`config.mk`:
```
export PLATFORM = sky130hd
export DESIGN_NAME = mod_out_accum
export DESIGN_NICKNAME = d
export VERILOG_FILES = /design/src/rtl/mod_out_accum.sv
export SDC_FILE = /design/constraint.sdc
export NUM_CORES = 1
export LEC_CHECK = 0
export ABC_AREA = 1
export CAP_MARGIN = 10
export CELL_PAD_IN_SITES_DETAIL_PLACEMENT = 0
export CELL_PAD_IN_SITES_GLOBAL_PLACEMENT = 1
export CORE_MARGIN = 5
export CORE_UTILIZATION = 45
export DETAILED_ROUTE_END_ITERATION = 7
export GPL_TIMING_DRIVEN = 1
export PLACE_DENSITY = 0.83
export SLEW_MARGIN = 40
export SYNTH_ARGS = -nofsm -noshare
export SYNTH_HDL_FRONTEND = slang
export SYNTH_SLANG_ARGS = --single-unit
```
`constraint.sdc`:
```
create_clock -name clk -period 2.5 [get_ports clk]
set_input_delay 0.375 -clock clk [delete_from_list [all_inputs] [get_ports clk]]
set_output_delay 0.375 -clock clk [all_outputs]
set_load 0.02 [all_outputs]
```
`src/rtl/mod_out_accum.sv`:
```
// Window accumulator for the mod_out stream: buffers samples in a small FIFO,
// sums WIN of them at a time and offers each sum on a valid/ready port.
module mod_out_accum #(
  parameter int DATA_W     = 7,
  parameter int WIN        = 4,
  parameter int FIFO_DEPTH = 4,
  parameter int SUM_W      = 9
) (
  input  logic              clk,
  input  logic              reset,
  input  logic [DATA_W-1:0] in_data,
  input  logic              in_valid,
  output logic              in_ready,
  output logic [SUM_W-1:0]  sum_out,
  output logic              sum_valid,
  input  logic              sum_ready,
  output logic              drop_err,
  output logic [0:0]        dbg_state
);

  localparam int PTR_W = $clog2(FIFO_DEPTH);
  localparam int CNT_W = PTR_W + 1;
  localparam int WC_W  = $clog2(WIN + 1);

  localparam logic [0:0] ST_ACC  = 1'b0;
  localparam logic [0:0] ST_HOLD = 1'b1;

  // Handshakes: a transfer happens on a rising edge where valid && ready.
  // in_valid is not backpressured upstream; a sample offered while in_ready=0
  // is lost and latches drop_err. sum_valid/sum_out stay stable until taken.

  logic [DATA_W-1:0] mem_q [FIFO_DEPTH];
  logic [PTR_W-1:0]  wr_ptr_q, wr_ptr_d;
  logic [PTR_W-1:0]  rd_ptr_q, rd_ptr_d;
  logic [CNT_W-1:0]  count_q, count_d;
  logic [SUM_W-1:0]  acc_q, acc_d;
  logic [WC_W-1:0]   cnt_q, cnt_d;
  logic [0:0]        state_q, state_d;
  logic [SUM_W-1:0]  sum_q, sum_d;
  logic              sum_valid_q, sum_valid_d;
  logic              drop_err_q, drop_err_d;

  logic              full;
  logic              push;
  logic              pop;
  logic [SUM_W-1:0]  acc_plus;

  // Full is judged on the registered count only, so a pop on the same edge
  // never frees a slot for the incoming sample.
  assign full     = (count_q == CNT_W'(FIFO_DEPTH));
  assign push     = in_valid && !full;
  assign pop      = (state_q == ST_ACC) && (count_q != '0);
  assign acc_plus = acc_q + SUM_W'(mem_q[rd_ptr_q]);

  always_comb begin
    wr_ptr_d    = wr_ptr_q;
    rd_ptr_d    = rd_ptr_q;
    count_d     = count_q;
    acc_d       = acc_q;
    cnt_d       = cnt_q;
    state_d     = state_q;
    sum_d       = sum_q;
    sum_valid_d = sum_valid_q;
    drop_err_d  = drop_err_q;

    if (in_valid && full) drop_err_d = 1'b1;
    if (push) wr_ptr_d = wr_ptr_q + 1'b1;
    if (pop)  rd_ptr_d = rd_ptr_q + 1'b1;

    case ({push, pop})
      2'b10:   count_d = count_q + 1'b1;
      2'b01:   count_d = count_q - 1'b1;
      default: count_d = count_q;
    endcase

    case (state_q)
      ST_ACC: begin
        if (pop) begin
          if (cnt_q == WC_W'(WIN - 1)) begin
            sum_d       = acc_plus;
            sum_valid_d = 1'b1;
            acc_d       = '0;
            cnt_d       = '0;
            state_d     = ST_HOLD;
          end else begin
            acc_d = acc_plus;
            cnt_d = cnt_q + 1'b1;
          end
        end
      end
      ST_HOLD: begin
        if (sum_ready) begin
          sum_valid_d = 1'b0;
          state_d     = ST_ACC;
        end
      end
      default: state_d = ST_ACC;
    endcase
  end

  always_ff @(posedge clk or negedge reset) begin
    if (!reset) begin
      wr_ptr_q    <= '0;
      rd_ptr_q    <= '0;
      count_q     <= '0;
      acc_q       <= '0;
      cnt_q       <= '0;
      state_q     <= ST_ACC;
      sum_q       <= '0;
      sum_valid_q <= 1'b0;
      drop_err_q  <= 1'b0;
    end else begin
      wr_ptr_q    <= wr_ptr_d;
      rd_ptr_q    <= rd_ptr_d;
      count_q     <= count_d;
      acc_q       <= acc_d;
      cnt_q       <= cnt_d;
      state_q     <= state_d;
      sum_q       <= sum_d;
      sum_valid_q <= sum_valid_d;
      drop_err_q  <= drop_err_d;
    end
  end

  // Storage needs no reset: an entry is only read after it has been written.
  always_ff @(posedge clk) begin
    if (push) mem_q[wr_ptr_q] <= in_data;
  end

  assign in_ready  = !full;
  assign sum_out   = sum_q;
  assign sum_valid = sum_valid_q;
  assign drop_err  = drop_err_q;
  assign dbg_state = state_q;

endmodule
```
==> results.ini <==
[run_status]
outcome = completed

[synth]
yosys.area_share.simple_pct = 18.5
synth_top_cell_by_area = edfxtp_1
yosys-top-cells-area = edfxtp_1 31%, dfrtp_1 28%, nand2_1 9.3%
synth.area.mux_share_pct = 0
synth_cell_type_count = 26
synthArstFlopShare_pct = 52.5
synth-adder-area-share_pct = 7.38
ys_seq_area_share_pct = 58.9
synth_flop_cell = dfrtp_1
synth_compound_area_share_pct = 7.43
yosys.area_share.xor_xnor_pct = 2.23
yosys_register_bits = 59
yosysWarnings = 0
synth_top_family_by_area = simple AND/OR/NAND/NOR gates
synth-edff-count = 28
synth_area_per_cell_um2 = 10.1
synth.net_count = 299
synth_top_area_share_pct = 30.6
synthesis.instances = 273
syn_area_um2 = 2750

[critical_path]
cpMostUsedCell = nand2_1
slowest_delay_ns = 0.41
timing.rr.end = acc_q[6]
crit_buf_inv = 1
reg2reg_setup_slack_ns = 0.35
required_ns = 2.72
ff2ff_path_depth = 11
crit_path_end_kind = flip-flop
crit_path_max_fanout = 15
worst_setup_path_start_kind = flip-flop
slowest_stage = fa_1
r2r_start = rd_ptr_q[0]
crit_chain = inv_1 > o21ai_0 > o22ai_1 > ha_1 > fa_1 > nand2_1 > nand2_1 > nand3b_1 > nand3_1 > nand3_1 > nand2_1
critPathTopFamily = adder cells
criticalPathCategory = reg2reg
worstPathArrival_ns = 2.38

[clocking]
clockBufferDepth = 2
cts_made_buffers = 9
cts.clk_slew.worst_paths_ns = 0.07
cts_tree = done
clock_latency_ns = 0.33
post_cts_buffers = 0
cts.sinks = 59
cts-root-buf = clkbuf_8
cts_hold_buf = 0
cts_resized = 0
ctsHtreeMaxLevel = 3

[floorplan]
core-area_um2 = 5920
dieArea_um2 = 7770
num_io_pins = 24
start_util_pct = 46.4
die_h_um = 88.1
rows = 28
die_w_um = 88.1

[hold_path]
hold_path_class = in2async

[timing]
worst_pin_slew_ns = 0.395
max-slew-margin-rel_pct = 73.6
fin_crit_sh_pct = 86.0
fin_skew_ns = 0.00801
hold_viol = 0
drv_slew = 0
rsz0062_at_grt = false
fmax_ghz = 0.465
setup_ws_ns = 0.350
layout_min_cycle_time_ns = 2.15
finalSetupViolations = 0
setup_tns_ns = 0

[final_layout]
final_cell_mix = 68 x nand2_1, 31 x dfrtp_1, 28 x inv_1, 28 x edfxtp_1, 26 x nor2_1
drive_above_1_share_pct = 11.1
layout_commonest_cell = nand2_1
area.growth.synth_to_final_pct = 20.5
final_cell_count_no_fill = 389
diodes = 0
finalInstanceArea_um2 = 3310
final_nets = 335
fill_cells = 528

[grt]
grt_usage_pct = 15.0
grt_max_degree = 32
grt_pass1_wl_um = 8800
grt_overflow = 0
grt_pass1_vias = 1928
antenna_found_initial = 0

[detailed_routing]
viasPerCell = 4.89
num_vias = 1901
avgRoutedWirePerCell_um = 12.7
wl_um = 4940
drc = 0
drt_first_pass_iters = 4
drtIter0Drc = 60
drt.antenna.violating_nets = 0

[placed_design]
placement.cell_area_um2 = 3090
dp.cells = 373
portBuffers = 23
finalWeightedCongestion = 0.802
hpwl_um = 3600
preCtsSetupSlack_ns = 0.330

[run]
drv_cap = 0

[pwr]
power_density_nw_per_um2 = 1500
p_leak_nw = 1.49
vdd_ir_drop_max_v = 0.000626
total_power_mw = 4.97

[registers in the layout, indices dropped and copies added, names as in the netlist, 2 cells and up]
name      count
acc_q         9
count_q       3
mem_q        28
rd_ptr_q      2
sum_out       9
wr_ptr_q      2
cnt_q         3
[metal layers]
metal	share of wire, %	up-vias	GRT usage [%]
met2	46	31	23.6
met5	0	-	0
met1	48	899	19.5
met4	1.1	0	6.18
met3	5.1	6	4.42
li1	-	965	-
[worst max path at each step]
stage,startpoint,to,cells after the start
3_3_place_gp,in_valid,count_q[2],8
6_report,rd_ptr_q[0],acc_q[6],11
3_5_place_dp,rd_ptr_q[0],acc_q[6],11
5_1_grt,rd_ptr_q[0],acc_q[6],11
4_1_cts,rd_ptr_q[0],acc_q[6],11
2_1_floorplan,count_q[1],count_q[2],9
[layout make-up]
class	instances	area, um^2	area share (%)
timing repair buffer	30	283	8.54
clock inverter	7	92.6	2.80
inverter	32	123	3.71
tap	75	93.8	2.84
clock buffer	9	124	3.74
multi-input combinational	177	977	29.5
sequential	59	1620	48.8
[stage by stage]
stage / utilization (%) / hold slack [ns]
after floorplan: - / 0.0794
after global placement: 52.2 / 0.461
after detailed placement: 52.2 / 0.464
after CTS: 55.9 / 0.453
after global routing: 55.9 / 0.476
final: 55.9 / 0.435
[synth_stat cells, types with 2 or more instances]
cell type	n
a21oi_1	5
buf_2	3
dfrtp_1	31
edfxtp_1	28
fa_1	2
ha_1	13
inv_1	28
inv_2	3
nand2_1	68
nand2_2	2
nand3_1	15
nand3b_1	2
nor2_1	26
o21ai_0	22
o21ai_2	2
o22ai_1	7
or2_2	2
xnor2_1	4
xor2_1	3
[report_power, final]
group | total (mW) | switching [mW] | internal (mW)
sequential | 1.54 | 0.166 | 1.37
clock | 0.930 | 0.373 | 0.557
combinational | 2.50 | 1.53 | 0.964
total | 4.97 | 2.07 | 2.89
[kinds of logic after synthesis]
group | after synthesis
and+or+nand+nor | 118
AOI/OAI and AO/OA | 37
DFF | 59
adders and majority gates | 15
xor gates and xnor gates | 7
buffers and inverters | 37
[worst register-to-register path, delay by kind of cell (launching register included)]
family	cells	cell delay [ns]
AO/OA/AOI/OAI	2	0.30
adder cells (fa/ha/maj)	2	0.62
buffers and inverters	1	0.20
flip-flops	1	0.37
AND/OR/NAND/NOR	6	0.55
No activity file was read; power rests on OpenSTA's default activity.
